File: src/rtl/spiker_streamer.sv
// spiker_streamer: snapshots a spike-register frame on start and streams it as
// BEAT_WIDTH beats, repeated once per timestep, with valid/ready handshaking.
module spiker_streamer #(
    parameter int WIDTH      = 32,
    parameter int N_REG      = 24,
    parameter int BEAT_WIDTH = 64,
    parameter int STEP_W     = 8,
    localparam int DATA_WIDTH = N_REG * WIDTH,
    localparam int N_BEATS    = DATA_WIDTH / BEAT_WIDTH
) (
    input  logic                  clk_i,
    input  logic                  rst_i,
    input  logic                  start_i,
    input  logic                  abort_i,
    input  logic [STEP_W-1:0]     n_steps_i,
    input  logic [DATA_WIDTH-1:0] regs_i,
    output logic                  busy_o,
    output logic                  m_valid_o,
    input  logic                  m_ready_i,
    output logic [BEAT_WIDTH-1:0] m_data_o,
    output logic                  m_last_o,
    output logic [STEP_W-1:0]     m_step_o,
    output logic                  done_o
);
    localparam int BW = N_BEATS > 1 ? $clog2(N_BEATS) : 1;

    if (DATA_WIDTH % BEAT_WIDTH != 0) begin : g_bad_width
        $error("DATA_WIDTH must be a multiple of BEAT_WIDTH");
    end

    typedef enum logic [1:0] {IDLE, STREAM, DONE} state_t;

    state_t                state_q, state_d;
    logic [DATA_WIDTH-1:0] frame_q, frame_d;
    logic [STEP_W-1:0]     nsteps_q, nsteps_d;
    logic [STEP_W-1:0]     step_q, step_d;
    logic [BW-1:0]         beat_q, beat_d;
    logic                  streaming, xfer, last_beat, last_step;

    assign streaming = state_q == STREAM;
    assign xfer      = streaming && m_ready_i;
    assign last_beat = beat_q == BW'(N_BEATS - 1);
    assign last_step = step_q == nsteps_q - 1'b1;

    always_ff @(posedge clk_i or posedge rst_i) begin
        if (rst_i) state_q <= IDLE;
        else       state_q <= state_d;
    end

    always_ff @(posedge clk_i or posedge rst_i) begin
        if (rst_i) begin
            frame_q  <= '0;
            nsteps_q <= '0;
            step_q   <= '0;
            beat_q   <= '0;
        end else begin
            frame_q  <= frame_d;
            nsteps_q <= nsteps_d;
            step_q   <= step_d;
            beat_q   <= beat_d;
        end
    end

    // Abort outranks end-of-run, so a transfer in the abort cycle never yields done.
    always_comb begin
        state_d = state_q;
        case (state_q)
            IDLE:    if (start_i) state_d = (n_steps_i != '0) ? STREAM : DONE;
            STREAM:  if (abort_i) state_d = IDLE;
                     else if (xfer && last_beat && last_step) state_d = DONE;
            default: state_d = IDLE;
        endcase
    end

    always_comb begin
        frame_d  = frame_q;
        nsteps_d = nsteps_q;
        step_d   = step_q;
        beat_d   = beat_q;
        if (state_q == IDLE && start_i) begin
            frame_d  = regs_i;
            nsteps_d = n_steps_i;
            step_d   = '0;
            beat_d   = '0;
        end else if (xfer) begin
            beat_d = last_beat ? '0 : beat_q + 1'b1;
            step_d = last_beat ? step_q + 1'b1 : step_q;
        end
    end

    always_comb begin
        busy_o    = streaming;
        m_valid_o = streaming;
        m_last_o  = streaming && last_beat;
        m_data_o  = streaming ? frame_q[beat_q*BEAT_WIDTH +: BEAT_WIDTH] : '0;
        m_step_o  = streaming ? step_q : '0;
        done_o    = state_q == DONE;
    end
endmodule

File: config.mk
export PLATFORM = sky130hd
export DESIGN_NAME = spiker_streamer
export DESIGN_NICKNAME = d
export VERILOG_FILES = /design/src/rtl/spiker_streamer.sv
export SDC_FILE = /design/constraint.sdc
export NUM_CORES = 2
export LEC_CHECK = 0
export ABC_AREA = 1
export CAP_MARGIN = 30
export CORE_AREA = 2 2 335 337
export CTS_BUF_LIST = sky130_fd_sc_hd__clkbuf_2 sky130_fd_sc_hd__clkbuf_4 sky130_fd_sc_hd__clkbuf_8
export CTS_CLUSTER_SIZE = 25
export DETAILED_ROUTE_END_ITERATION = 7
export DIE_AREA = 0 0 337 339
export SYNTH_ARGS = -nofsm -noshare
export SYNTH_HDL_FRONTEND = slang
export SYNTH_SLANG_ARGS = --single-unit
export TNS_END_PERCENT = 1
File: constraint.sdc
create_clock -name clk_i -period 35.8 [get_ports clk_i]
set_input_delay 7.16 -clock clk_i [delete_from_list [all_inputs] [get_ports clk_i]]
set_output_delay 7.16 -clock clk_i [all_outputs]
set_load 0.02 [all_outputs]
==> key figures <==
Run status
  – Outcome: completed

Synth
  – Synthesis warning total: 0
  – Post-synthesis area per instance: 7.73 sq um
  – Yosys reg bits: 790
  – Netlist Area Pre-Place: 36,900 sq um
  – Proportion of synthesized flip-flops having asynchronous set or reset: 1.00
  – EDFF count, synth: 0
  – Syn_nets: around 5,600
  – Dominant cells by area after synthesis: sky130_fd_sc_hd__dfrtp_1 54%, sky130_fd_sc_hd__nand2_1 22%, sky130_fd_sc_hd__o21ai_0 7.1%
  – Leading area contributor after synthesis: sky130_fd_sc_hd__dfrtp_1
  – Most frequent cell after synthesis: sky130_fd_sc_hd__nand2_1
  – Flip-flop cell with the highest count after synthesis: sky130_fd_sc_hd__dfrtp_1
  – Post-synth top cells: 2,119 x sky130_fd_sc_hd__nand2_1, 790 x sky130_fd_sc_hd__dfrtp_1, 522 x sky130_fd_sc_hd__o21ai_0
  – Count of mapped cells out of synthesis: 4,779
  – Area share of the largest cell type after synthesis: 0.535
  – Part of the Yosys area used for sequential elements: 0.535
  – Library cells used by synthesis: 31

Clock tree
  – CTS root buffer: sky130_fd_sc_hd__clkbuf_8
  – CTS hold repair buffers: 0
  – Post-CTS Repair Setup Buffers: 0
  – Latest clock arrival within the worst-skew pair: 840 ps
  – Clock tree sinks: between 700 and 800
  – Clock tree from TritonCTS: done
  – Number of H-tree levels: 4
  – Clock Path Buffers: 3
  – Total clock buffers created by CTS: 150
  – Post_cts resized: 0
  – Clock transition at path regs: ~60 ps

Power
  – Power share of the clock group: 0.232
  – Overall Power: 4.03 mW
  – Reported net switching power: approximately 1.7 mW
  – Logic pwr share: 0.392
  – Sequential cell fraction of total power: 0.376
  – Internal: about 2.4 mW
  – Proportion of total power due to net switching: 0.414
  – Maximum ir drop on the vdd rail: ~42 uV
  – Leakage power total: 23.3 nW
  – Cell Pwr Density: between 80 and 90 nW/um^2

Timing
  – Fin crit period: between 10,000 and 15,000 ps
  – Final worst path period share: 0.357
  – Max frequency: around 80 MHz
  – Min Hold Slack: between 400 and 500 ps
  – Total Neg Setup Slack: 0 ps
  – Remaining max-slew budget at the tightest pin: 0.00165
  – Pins Over Slew Limit: 0
  – Worst setup skew after layout: ~29 ps
  – Worst-margin pin slew: 1500 ps
  – Final setup vio count: 0
  – Unrepaired setup endpoints after global routing: false
  – Hold Violations, Final: 0

GRT
  – Wire length of the first global-routing pass: 219 mm
  – Antenna violations before repair: 64
  – Overall overflow remaining after global route: 0
  – All-Layer GR Usage: 0.256
  – Vias in the first global route: 34,100
  – Largest net degree at the start of global routing: 236

Worst setup path
  – Destination of the critical timing path: m_data_o[13]
  – Kind of capture point of the worst setup path: output pin
  – Required @ worst endpoint: ~29,000 ps
  – CP Cell Sequence: buf_4 > buf_4 > o21ai_0 > o221ai_1 > nand3_1 > a21oi_1 > clkdlybuf4s50_1
  – Critical register-to-register path endpoint: frame_q[481]
  – Largest incremental delay on the critical path: roughly 890 ps
  – Cell with the largest stage delay on the worst path: sky130_fd_sc_hd__buf_4
  – Cell repeated most along the worst path: sky130_fd_sc_hd__buf_4
  – Start-to-end type of the worst setup path: reg2out
  – Top fanout value on the critical path: 103
  – Reg2reg path depth: 8
  – Worst path arrival time: 5610 ps
  – Internal reg-to-reg setup slack: 31,340 ps
  – Critical path startpoint category: register
  – Reg-to-reg startpoint: state_q[0]
  – CP Launch Point: beat_q[0]

Place
  – DP Area: ~46,000 sq um
  – Number of buffers inserted by port buffering: 856
  – Gpl congestion: 0.906
  – Detailed placer's ending HPWL: 103 mm

Routing
  – Total number of vias: roughly 35,000
  – Number of detailed-routing iterations run before antenna repair: 5
  – Final routed wirelength across all metal layers: around 150 mm
  – Drt wl/cell: 21.0 um
  – Remaining antenna violation count: 0
  – Number of remaining DRC errors: 0
  – 1st-iter DRT viols: 3,249
  – Via density per instance: 4.94

Final layout
  – Fraction of final layout cells sized beyond drive strength 1: 0.0570
  – Area added between synthesis and finish: 33.9%
  – Post-layout util: 0.448
  – Area of all placed cells without fillers: 49,500 sq um
  – Total Nets Final: between 6,000 and 7,000

Floorplan
  – Die area: 114,000 sq um
  – Row count: 122
  – Floorplan die height: 339 um
  – Initial Util: 0.335
  – Number of top-level pins: 857
  – Core ar.: 110,000 sq um
  – Die Wd: between 300 and 400 um

Hold path
  – Min-delay worst type: reg2reg

Flow run
  – Maxcap violations: 0
layout make-up:
class | instances | area, sq um
multi-input combinational | 3421 | 14700
antenna | 38 | 95.1
clock inverter | 15 | 108
timing repair buffer | 894 | 9040
tap | 1488 | 1860
inverter | 231 | 891
fill | 11100 | 60900
sequential | 790 | 19800
clock buffer | 248 | 3000
metrics by stage:
stage,setup WS [ps],cells
after floorplan,6460,4779
after global placement,23730,6818
after detailed placement,23680,6820
after CTS,23080,7083
after global routing,22880,7113
final,23030,7125
per-layer routing:
metal	track usage	vias to the layer above	wire, um
li1	-	16700	-
met1	0.358	16700	66000
met2	0.376	1411	65400
met3	0.0725	274	13400
met4	0.0945	40	4680
met5	0	-	262
worst max-delay path: cells and delay by family (launching register included):
kind / cells / cell delay, ps
AND/OR/NAND/NOR: 1 / 270
buffers and inverters: 3 / 2340
AO/OA/AOI/OAI: 3 / 1030
flip-flops: 1 / 850
state kept, by name, indices dropped and copies added, names as in the netlist:
name and count:
beat_q 4, state_q 2, frame_q 768, step_q 8, nsteps_q 8
how the worst min path moves through the flow:
stage / slack (ps) / startpoint / to / cells after the start
2_1_floorplan: 440 / frame_q[128] / frame_q[128] / 2
3_3_place_gp: 460 / frame_q[664] / frame_q[664] / 2
3_5_place_dp: 460 / frame_q[654] / frame_q[654] / 2
4_1_cts: 470 / frame_q[571] / frame_q[571] / 2
5_1_grt: 480 / frame_q[664] / frame_q[664] / 2
6_report: 470 / frame_q[130] / frame_q[130] / 2
cells by family after synthesis:
logic type,share of synthesized area
and+or+nand+nor,0.256
AOI/OAI and AO/OA,0.139
DFF,0.535
buffers and inverters,0.0683
adders and majority gates,0.00102
xor gates and xnor gates,0.000474
power by group through the flow:
stage | clock network, mW | registers (mW) | logic, mW
CTS | 0.954 | 1.52 | 1.58
global route | 0.994 | 1.57 | 1.76
global placement | 0 | 1.52 | 1.55
finish | 0.933 | 1.52 | 1.58
floorplan | 0 | 1.46 | 0.998
detailed placement | 0 | 1.53 | 1.57
layout by cell type, fill, tap and decap left out, drive strengths merged:
cell type / netlist / final
diode: 0 / 38
clkinvlp: 0 / 5
buf: 196 / 38
nand4: 4 / 4
ha: 3 / 3
o211ai: 95 / 95
a21oi: 191 / 191
o22ai: 30 / 30
o221ai: 36 / 36
o21ai: 588 / 588
nand3: 106 / 106
a311oi: 1 / 1
clkbuf: 141 / 248
nor2: 235 / 235
dfrtp: 790 / 790
inv: 230 / 234
a31oi: 2 / 2
a211oi: 1 / 1
xor2: 1 / 1
nor3: 6 / 6
xnor2: 1 / 1
clkdlybuf4s50: 0 / 856
nand2: 2121 / 2121
clkinv: 1 / 7
Note: power is estimated with default switching activity, not from simulation.
